**src/rtl/chunked_serial_adder_if.sv**
```systemverilog
// Operand/result bundle for chunked_serial_adder: the requester drives the
// operation request and operands, the adder returns status and the result.
interface chunked_serial_adder_if #(
   parameter int WIDTH = 6
);
   logic             start;
   logic [WIDTH-1:0] a;
   logic [WIDTH-1:0] b;
   logic             cin;
   logic             busy;
   logic             done;
   logic [WIDTH-1:0] sum;
   logic             cout;
   logic             overflow;

   modport master (
      output start, a, b, cin,
      input  busy, done, sum, cout, overflow
   );

   modport slave (
      input  start, a, b, cin,
      output busy, done, sum, cout, overflow
   );
endinterface

```
**src/rtl/chunked_serial_adder.sv**
```systemverilog
// Multi-cycle adder: latches operands, adds CHUNK bits per cycle over
// N = WIDTH/CHUNK cycles, then publishes sum/cout/overflow with a done pulse.
//
// state | meaning
// IDLE  | waiting for start; last result held on outputs
// RUN   | adding chunk idx of the latched operands, busy high
// DONE  | new result valid for one cycle; start here chains the next op
module chunked_serial_adder #(
   parameter int WIDTH = 6,
   parameter int CHUNK = 2
) (
   input  logic                  clk,
   input  logic                  reset,
   chunked_serial_adder_if.slave bus
);
   localparam int N     = WIDTH / CHUNK;
   localparam int IDX_W = (N > 1) ? $clog2(N) : 1;
   localparam logic [IDX_W-1:0] LAST_IDX = IDX_W'(N - 1);

   if (CHUNK < 1 || (WIDTH % CHUNK) != 0) begin : g_bad_param
      $error("chunked_serial_adder: WIDTH must be a positive multiple of CHUNK");
   end

   typedef enum logic [1:0] {
      IDLE = 2'd0,
      RUN  = 2'd1,
      DONE = 2'd2
   } state_t;

   state_t state, state_next;

   logic [WIDTH-1:0] op_a, op_b, work, work_next;
   logic [WIDTH-1:0] sum_q;
   logic             carry, cout_q, ovf_q;
   logic [IDX_W-1:0] idx;
   logic [CHUNK-1:0] chunk_a, chunk_b;
   logic [CHUNK:0]   chunk_sum;
   logic             msb_carry_in, last, accept, busy, done;

   always_comb begin
      chunk_a   = op_a[idx*CHUNK +: CHUNK];
      chunk_b   = op_b[idx*CHUNK +: CHUNK];
      chunk_sum = {1'b0, chunk_a} + {1'b0, chunk_b} + {{CHUNK{1'b0}}, carry};
      work_next = work;
      work_next[idx*CHUNK +: CHUNK] = chunk_sum[CHUNK-1:0];
      // sum bit = a ^ b ^ carry_in, so the carry into the top bit is recovered
      // from inside the chunk rather than taken from the chunk boundary.
      msb_carry_in = chunk_a[CHUNK-1] ^ chunk_b[CHUNK-1] ^ chunk_sum[CHUNK-1];
      last         = (idx == LAST_IDX);
   end

   always_ff @(posedge clk) begin
      if (reset) state <= IDLE;
      else       state <= state_next;
   end

   always_comb begin
      state_next = state;
      accept     = 1'b0;
      busy       = 1'b0;
      done       = 1'b0;
      case (state)
         IDLE, DONE: begin
            done = (state == DONE);
            if (bus.start) begin
               accept     = 1'b1;
               state_next = RUN;
            end else begin
               state_next = IDLE;
            end
         end
         RUN: begin
            busy = 1'b1;
            if (last) state_next = DONE;
         end
         default: state_next = IDLE;
      endcase
   end

   always_ff @(posedge clk) begin
      if (reset) begin
         op_a   <= '0;
         op_b   <= '0;
         carry  <= 1'b0;
         work   <= '0;
         idx    <= '0;
         sum_q  <= '0;
         cout_q <= 1'b0;
         ovf_q  <= 1'b0;
      end else if (accept) begin
         op_a  <= bus.a;
         op_b  <= bus.b;
         carry <= bus.cin;
         work  <= '0;
         idx   <= '0;
      end else if (state == RUN) begin
         work  <= work_next;
         carry <= chunk_sum[CHUNK];
         if (last) begin
            sum_q  <= work_next;
            cout_q <= chunk_sum[CHUNK];
            ovf_q  <= msb_carry_in ^ chunk_sum[CHUNK];
         end else begin
            idx <= idx + IDX_W'(1);
         end
      end
   end

   assign bus.busy     = busy;
   assign bus.done     = done;
   assign bus.sum      = sum_q;
   assign bus.cout     = cout_q;
   assign bus.overflow = ovf_q;
endmodule

```
**src/flat_wrapper.sv**
```systemverilog
// flat-port wrapper written by rule: the top's interface ports become plain ports
module chunked_serial_adder_flat 
#(
   parameter int WIDTH = 6,
   parameter int CHUNK = 2
)
  (clk, reset, bus_start, bus_a, bus_b, bus_cin, bus_busy, bus_done, bus_sum, bus_cout, bus_overflow);
  chunked_serial_adder_if #(.WIDTH(WIDTH)) bus_i ();
  input  logic clk;
  input  logic reset;
  input wire logic [$bits(bus_i.start)-1:0] bus_start;
  input wire logic [$bits(bus_i.a)-1:0] bus_a;
  input wire logic [$bits(bus_i.b)-1:0] bus_b;
  input wire logic [$bits(bus_i.cin)-1:0] bus_cin;
  output wire logic [$bits(bus_i.busy)-1:0] bus_busy;
  output wire logic [$bits(bus_i.done)-1:0] bus_done;
  output wire logic [$bits(bus_i.sum)-1:0] bus_sum;
  output wire logic [$bits(bus_i.cout)-1:0] bus_cout;
  output wire logic [$bits(bus_i.overflow)-1:0] bus_overflow;
  assign bus_i.start = bus_start;
  assign bus_i.a = bus_a;
  assign bus_i.b = bus_b;
  assign bus_i.cin = bus_cin;
  assign bus_busy = bus_i.busy;
  assign bus_done = bus_i.done;
  assign bus_sum = bus_i.sum;
  assign bus_cout = bus_i.cout;
  assign bus_overflow = bus_i.overflow;
  chunked_serial_adder #(.WIDTH(WIDTH), .CHUNK(CHUNK)) u_core (.clk(clk), .reset(reset), .bus(bus_i));
endmodule
```
**config.mk**
```make
export PLATFORM = sky130hd
export DESIGN_NAME = chunked_serial_adder_flat
export DESIGN_NICKNAME = d
export VERILOG_FILES = /design/src/rtl/chunked_serial_adder_if.sv /design/src/rtl/chunked_serial_adder.sv /design/src/flat_wrapper.sv
export SDC_FILE = /design/constraint.sdc
export NUM_CORES = 1
export LEC_CHECK = 0
export ABC_CLOCK_PERIOD_IN_PS = 7800
export CORE_AREA = 5 5 64 66
export CTS_CLUSTER_DIAMETER = 100
export CTS_CLUSTER_SIZE = 8
export DETAILED_ROUTE_END_ITERATION = 8
export DIE_AREA = 0 0 69 71
export GPL_TIMING_DRIVEN = 0
export PLACE_DENSITY = 0.8
export RECOVER_POWER = 100
export SLEW_MARGIN = 15
export SYNTH_ARGS = -nofsm -noshare
export SYNTH_HDL_FRONTEND = slang
export SYNTH_SLANG_ARGS = --single-unit
export TNS_END_PERCENT = 50
```
**constraint.sdc**
```tcl
create_clock -name clk -period 7.8 [get_ports clk]
set_input_delay 1.56 -clock clk [delete_from_list [all_inputs] [get_ports clk]]
set_output_delay 1.56 -clock clk [all_outputs]
set_load 0.03 [all_outputs]
```
# Yosys cells after proc, flatten, opt, wreduce, memory -nomap -nowiden
# Index checks and enable logic that the tools add are counted.
# totals
reg_bits,31
# op_classes
add_sub_neg,4
n_eq_ne,4
bitwise,5
n_mux,10
reduce_logical,6
shifts,4
# op_table
op,count
3-bit negator with 34-bit output,1
"2-bit by 34-bit variable shift with 6-bit output, first input constant",1
2-bit by 34-bit variable part select with 6-bit output,1
6-bit by 4-bit variable part select with 2-bit output,2
1-bit 2-to-1 mux,7
6-bit bitwise mux,1
"2-bit equality test, second input constant",2
2-bit case mux with 2 select lines,1
2-bit OR reduction,2
2-bit by 2-bit adder with 3-bit output,1
3-bit by 1-bit adder with 3-bit output,1
3-bit AND reduction,1
1-bit bitwise XOR,3
"2-bit by 1-bit adder with 2-bit output, second input constant",1
"2-bit by 1-bit equality test with 1-bit output, second input constant",1
2-bit zero test,1
2-bit 2-to-1 mux,1
"2-bit by 1-bit != test with 1-bit output, second input constant",1
1-bit inverter,2
2-bit AND reduction,1
2-bit nonzero test,1

# Depth between registers and ports, before layout
# Gate-level depths: netlist (run 1).
# depth
depth_word,5
mapped_depth,9
depth_no_buf,8

# Worst setup path before layout (run 1)
# No wires, ideal clock.
# synth_path
kind,flip-flop to flip-flop
start,register u_core.idx[0]
end,register u_core.sum_q[1] (netlist: u_core.bus.sum[1])
setup_ns,0.132
stages_incl_launch_ff,10
path_slack_ns,5.346
n_path_buf,1
required_time_ns,7.668
period_less_slack_ns,2.454
arrival_time_ns,2.322
path_cell_list,dfxtp_1 -> buf_6 -> and2b_2 -> nand2_1 -> o21ai_0 -> fa_1 -> fa_1 -> and4bb_2 -> a211oi_1 -> nor3_1
# synth_between
elab_chain_len,5
elab_cells_between_ends,10
cone_classes,3 x add/sub; 1 x eq/ne; 4 x shift; 1 x mux; 1 x reduce/logical
# synth_lines
element,line,rtl
start: declaration,chunked_serial_adder.sv:35,logic [IDX_W-1:0] idx;
start signal: assignment,chunked_serial_adder.sv:104,idx <= idx + IDX_W'(1);
6-bit by 4-bit variable part select with 2-bit output (on tied branches),"chunked_serial_adder.sv:41, chunked_serial_adder.sv:42",
2-bit by 2-bit adder with 3-bit output,chunked_serial_adder.sv:43,"chunk_sum = {1'b0, chunk_a} + {1'b0, chunk_b} + {{CHUNK{1'b0}}, carry};"
3-bit by 1-bit adder with 3-bit output,chunked_serial_adder.sv:43,
2-bit by 34-bit variable part select with 6-bit output,chunked_serial_adder.sv:45,work_next[idx*CHUNK +: CHUNK] = chunk_sum[CHUNK-1:0];
6-bit bitwise mux,chunked_serial_adder.sv:45,
end signal: assignment,chunked_serial_adder.sv:100,sum_q <= work_next;
end: declaration,chunked_serial_adder.sv:33,logic [WIDTH-1:0] sum_q;
# Several ways; a longest one is shown, not always the timed one.
# A chain may end at the register's enable or synchronous reset.

# Worst setup path after layout (run 1)
# layout_path
start,register u_core.state[0]
end,output bus_busy
# layout_between
elab_chain_len,2
# layout_lines
element,line,rtl
start: declaration,chunked_serial_adder.sv:30,"state_t state, state_next;"
start signal: assignment,chunked_serial_adder.sv:54,else state <= state_next;
2-bit by 1-bit equality test with 1-bit output,chunked_serial_adder.sv:62,case (state)
1-bit 2-to-1 mux,chunked_serial_adder.sv:62,
end: declaration,flat_wrapper.sv:15,output wire logic [$bits(bus_i.busy)-1:0] bus_busy;
# Every way passes these cells.

==> results.cfg, run 1 <==
[routing]
drt-initial-drc-count = 50
vias = 1219
avgRoutedWirePerCell_um = 12.3
final_antenna_net_count = 0
drcViolationCount = 0
via_per_inst = 4.86
dr.pass1.iters = 4
routed_wl_um = 3100

[synth]
syn_avg_cell_area_um2 = 8.64
synth_top_area_share_pct = 41.8
synth_largest_area_cell = dfxtp_1
ys_types = 29
yosysWarnings = 0
synth-edff-count = 0
netlist_area_um2 = 1490
ys_ff_latch = 31
ys_seq_area_share_pct = 41.8
synth.area.top_cells = dfxtp_1, nand2_1, a211oi_1, ha_1, a21oi_1
synth_flop_cell = dfxtp_1
ys_async_sr_fraction_pct = 0
synth_nets = 196
synthCells = 172

[worst_setup_path]
worst-r2r-cell-count = 9
r2r_setup_slack_ns = 4.69
cp-end-kind = output pin
slowest_stage = dlygate4sd3_1
worstPathArrival_ns = 1.96
path_cells = nand2b_1 -> inv_1 -> buf_6 -> dlygate4sd3_1
max_stage_delay_ns = 0.74
critPathMaxFanout = 10
reg2reg_from = u_core.idx[0]
startpoint_type = flip-flop
cp.required_ns = 6.24
r2r-end = u_core.work[5]
path_class = reg -> out

[outcome]
run_status = complete, no violations

[clock_tree]
cts_setup_buffers = 0
cts_tree = built
clock_path_buffers = 2
htreeDepth = 2
cts_sinks = 31
clock_latency_ns = 0.33
cts_resized = 0
ctsHoldBuffers = 0
numCtsBuffers = 5
cts_root_buffer = clkbuf_4
cts.clk_slew.worst_paths_ns = 0.09

[timing]
setup_viol = 0
rsz0062_at_grt = false
timing.setup.tns_ns = 0
tightestPinTransition_ns = 0.574
relSlewSlack_pct = 61.7
hold_violations = 0
slew_viol_final = 0
fmax_mhz = 284
skew_ns = 0.00896
finalCritPeriodShare_pct = 45.1
period_minus_slack_ns = 3.52

[layout]
syn2layout_area_growth_pct = 23.3
insertedDiodeCount = 0
final_cell_area_um2 = 1830
nNetsFinal = 227
fin_cells = 251
drive_gt1_share_pct = 8.37

[die]
core_area_um2 = 3520
die_x_um = 69
placementRows = 22
io_pins = 26
die_area_um2 = 4900
dieHeight_um = 71
initial_core_util_pct = 42.2

[power_and_ir_drop]
power.switching_w = 0.0000881
pwr-share-comb_pct = 17.5
internal_power_w = 0.000233
p_leak_nw = 0.710
pwr-share-clk_pct = 29.6
power.total_w = 0.000321
powerDensity_nw_per_um2 = 175
vdd_drop_max_mv = 0.0967
seq_power_share_pct = 52.9
power.share.switching_pct = 27.5

[global_routing]
grtUsageTotal_pct = 13.7
grt_pass1_vias = 1201
grt_pass1_wl_um = 5400
grt_max_degree = 11
grt.overflow.total = 0
grt_antenna_before_repair = 0

[hold_path]
holdPathStages = 2
hold_path_class = reg -> reg
holdCritStartpoint = u_core.op_b[1]
hold_end = u_core.op_b[1]

[placed_design]
dpl.cell_count = 244
place_area_um2 = 1790
io_buffers = 24
dp_hpwl_um = 2250
gp_congestion = 0.843

[flow_run]
maxCapViolCount = 0
==> synthesized netlist by cell type (2+ instances only) <==
cell type and instances:
nor3_1 6, buf_2 4, and4bb_2 4, clkbuf_1 4, a31oi_1 2, nand3b_1 2
nor2b_1 7, buf_6 2, nand2b_1 2, ha_1 6, o22ai_1 2, inv_1 3
nor2_1 18, o21ai_0 3, dfxtp_1 31, mux2i_1 5, a211oi_1 12, and3b_1 2
nand2_1 33, fa_1 2, a21oi_1 14
==> state kept, by name, indices dropped and copies added, names as in the netlist <==
register             flops
u_core.bus.cout          1
u_core.bus.overflow      1
u_core.op_a              6
u_core.work              6
u_core.state             2
u_core.op_b              6
u_core.bus.sum           6
u_core.carry             1
u_core.idx               2
==> power by group through the flow <==
stage | Clock [W] | Sequential (W) | Combinational, W
global placement | 0 | 0.000173 | 0.0000556
CTS | 0.0000973 | 0.000170 | 0.0000576
finish | 0.0000949 | 0.000170 | 0.0000562
floorplan | 0 | 0.000173 | 0.0000389
global route | 0.000104 | 0.000171 | 0.0000630
detailed placement | 0 | 0.000174 | 0.0000572
==> worst max path at each step <==
stage | slack (ns) | endpoint | startpoint | depth (start not counted)
floorplan | 5.35 | u_core.bus.sum[1] | u_core.idx[0] | 9
global placement | 4.72 | bus_busy | u_core.state[0] | 4
detailed placement | 4.71 | bus_busy | u_core.state[0] | 4
CTS | 4.34 | bus_busy | u_core.state[0] | 4
global route | 4.14 | bus_busy | u_core.state[0] | 4
finish | 4.28 | bus_busy | u_core.state[0] | 4
==> final cells by class <==
cell class,instances,area [um2]
Fill cell,369,1690
Multi-Input combinational cell,128,797
Sequential cell,31,621
Timing Repair Buffer,24,240
Tap cell,48,60.1
Clock buffer,6,51.3
Buffer,10,47.5
Inverter,3,11.3
Clock inverter,1,5.00
==> metrics by stage <==
| stage | util, % | hold slack (ns) | worst slack [ns] |
|---|---|---|---|
| 2_1_floorplan | - | 0.436 | 5.35 |
| 3_3_place_gp | 50.7 | 0.444 | 4.72 |
| 3_5_place_dp | 50.7 | 0.449 | 4.71 |
| 4_1_cts | 52.3 | 0.462 | 4.34 |
| 5_1_grt | 52.0 | 0.493 | 4.14 |
| 6_report | 52.0 | 0.458 | 4.28 |
==> metal layers <==
metal	wire length, um	share of wire [%]	track usage, %
met2	1340	43	21.5
met3	113	3.7	4.55
met4	55	1.8	5.21
met1	1580	51	17.5
met5	0	0	0
==> worst max-delay path, delay by kind of cell (launching register included) <==
family | cells | cell delay (ns)
DFF | 1 | 0.43
and+or+nand+nor | 1 | 0.19
buffers and inverters | 3 | 1.01
==> logic make-up after synthesis <==
group	count (synthesis)	share of synthesized area, %
XOR/XNOR	2	1.18
multiplexers	5	3.37
adder cells (fa/ha/maj)	8	7.74
flip-flops	31	41.8
AO/OA/AOI/OAI	35	14.6
buffers and inverters	13	4.63
AND/OR/NAND/NOR	78	26.7
==> layout by cell type, fill, tap and decap left out, drive strengths merged, types with 5 or more instances in the layout <==
| cell | count |
|---|---|
| nor2 | 18 |
| dfxtp | 31 |
| a21oi | 14 |
| clkbuf | 13 |
| clkdlybuf4s50 | 13 |
| dlygate4sd3 | 11 |
| nor3 | 6 |
| a211oi | 12 |
| mux2i | 5 |
| nor2b | 7 |
| ha | 6 |
| nand2 | 33 |
(Power assumes the default switching activity.)
==> inputs of run 2 (changes only) <==
- ABC_CLOCK_PERIOD_IN_PS: 7800 -> 3350
- clock period: 7.8 -> 3.35 ns (I/O delays scaled with it)
==> run 2 against run 1 <==
  * Cell count did not move
  * Clock power is 130% higher
  * Worst setup slack got worse by 3.7 ns
  * Die area unchanged
  * Core utilization is 0.11 points higher
  * Sequential share of layout area decreased by 0.069 points
  * First-iteration DRC count rose by 2.0%
  * Combinational power rose by 130%
  * Non-clock buffer count unchanged
  * Largest power group unchanged
  * Highest routed layer unchanged
==> results.cfg, run 2 (synthesis gave the netlist of run 1 again) <==
[flow_run]
maxCapViolCount = 0

[die]
die_area_um2 = 4900
initial_core_util_pct = 42.2
die_x_um = 69
core_area_um2 = 3520
io_pins = 26
dieHeight_um = 71
placementRows = 22

[timing]
period_minus_slack_ns = 2.74
setup_slack_ns = 0.612
setup_viol = 0
skew_ns = 0.00843
rsz0062_at_grt = false
tightestPinTransition_ns = 0.475
fmax_mhz = 365
finalCritPeriodShare_pct = 81.7
hold_violations = 0
timing.setup.tns_ns = 0
relSlewSlack_pct = 68.3
slew_viol_final = 0

[layout]
syn2layout_area_growth_pct = 23.6
insertedDiodeCount = 0
nNetsFinal = 227
drive_gt1_share_pct = 8.87
fin_cells = 251
mostFrequentLayoutCell = nand2_1
n_fill_cell = 369
layout_common_cells = nand2_1, dfxtp_1, nor2_1, a21oi_1, clkdlybuf4s50_1

[clock_tree]
cts_root_buffer = clkbuf_4
cts_setup_buffers = 0
ctsHoldBuffers = 0
cts_tree = built
clock_path_buffers = 2
htreeDepth = 2
cts_resized = 0
cts.clk_slew.worst_paths_ns = 0.10
numCtsBuffers = 5
clock_latency_ns = 0.33
cts_sinks = 31

[placed_design]
io_buffers = 24
dp_slack_ns = 0.632
dp_hpwl_um = 2250
dpl.cell_count = 244
gp_congestion = 0.843

[worst_setup_path]
r2r-end = u_core.work[5]
path_cells = buf_6 -> and2b_2 -> nand2_1 -> o21ai_0 -> fa_1 -> fa_1 -> and4bb_2 -> a211oi_1 -> nor3_1
critPathMaxFanout = 10
max_stage_delay_ns = 0.54
path_class = reg -> reg
cp_common_cell = fa_1
startpoint_type = flip-flop
path_buf_inv = 1
slowest_stage = fa_1
reg2reg_from = u_core.idx[0]
r2r_setup_slack_ns = 0.61
worstPathArrival_ns = 2.96
cp.required_ns = 3.57
cp-end-kind = flip-flop
path_delay_family = adder cells
worst-r2r-cell-count = 9

[hold_path]
holdPathStages = 2
holdCritStartpoint = u_core.op_b[1]
hold_path_class = reg -> reg
hold_end = u_core.op_b[1]

[power_and_ir_drop]
p_leak_nw = 0.713
power.total_w = 0.000749
vdd_drop_max_mv = 0.225
powerDensity_nw_per_um2 = 408

[routing]
vias = 1220
routed_wl_um = 3100
final_antenna_net_count = 0
avgRoutedWirePerCell_um = 12.4
via_per_inst = 4.86
drcViolationCount = 0
drt-initial-drc-count = 51
dr.pass1.iters = 4

[global_routing]
grt.overflow.total = 0
grt_pass1_vias = 1201
grt_pass1_wl_um = 5400
grt_antenna_before_repair = 0
grtUsageTotal_pct = 13.7
grt_max_degree = 11

[outcome]
run_status = complete, no violations
-- run 2: cell types whose count changed in the layout (fill, tap and decap cells not counted), sizes merged --
cell | before | now
buf | 3 | 5
clkbuf | 13 | 11
-- run 2: metrics by stage --
| stage | hold slack, ns | cell area (um2) | util, % |
|---|---|---|---|
| after CTS | 0.462 | 1840 | 52.3 |
| after detailed placement | 0.449 | 1790 | 50.7 |
| after global placement | 0.444 | 1790 | 50.7 |
| after global routing | 0.493 | 1840 | 52.1 |
| final | 0.458 | 1840 | 52.1 |
| after floorplan | 0.436 | 1490 | - |
-- run 2: worst max path at each step --
stage / from / end / slack [ns] / depth (start not counted)
floorplan: u_core.idx[0] / u_core.bus.sum[1] / 0.90 / 9
global placement: u_core.idx[0] / u_core.bus.overflow / 0.70 / 9
detailed placement: u_core.idx[0] / u_core.bus.sum[5] / 0.63 / 9
CTS: u_core.idx[0] / u_core.bus.overflow / 0.61 / 9
global route: u_core.idx[0] / u_core.bus.sum[1] / 0.40 / 9
finish: u_core.idx[0] / u_core.work[5] / 0.61 / 9
-- run 2: area by class of cell --
class,instances,area (um2),share of cell area (%)
Buffer,10,56.3,3.07
Multi-Input combinational cell,128,792,43.1
Sequential cell,31,621,33.8
Timing Repair Buffer,24,240,13.1
Clock buffer,6,51.3,2.79
Clock inverter,1,5.00,0.272
Tap cell,48,60.1,3.27
Inverter,3,11.3,0.613
-- run 2: routing by layer --
| metal | share of wire [%] | GRT usage, % |
|---|---|---|
| met1 | 51 | 17.5 |
| met2 | 43 | 21.5 |
| met3 | 3.6 | 4.55 |
| met4 | 1.8 | 5.21 |
| met5 | 0 | 0 |
-- run 2: worst min-delay path, cell delays in order, from the launching register on --
cell and delay (ns):
dfxtp_1 0.32, nand2_1 0.05, a21oi_1 0.05
-- run 2: where the power goes --
part | switching [W] | internal, W
Combinational | 0.0000707 | 0.0000612
Clock | 0.000124 | 0.0000971
Sequential | 0.0000108 | 0.000385
Total | 0.000206 | 0.000543
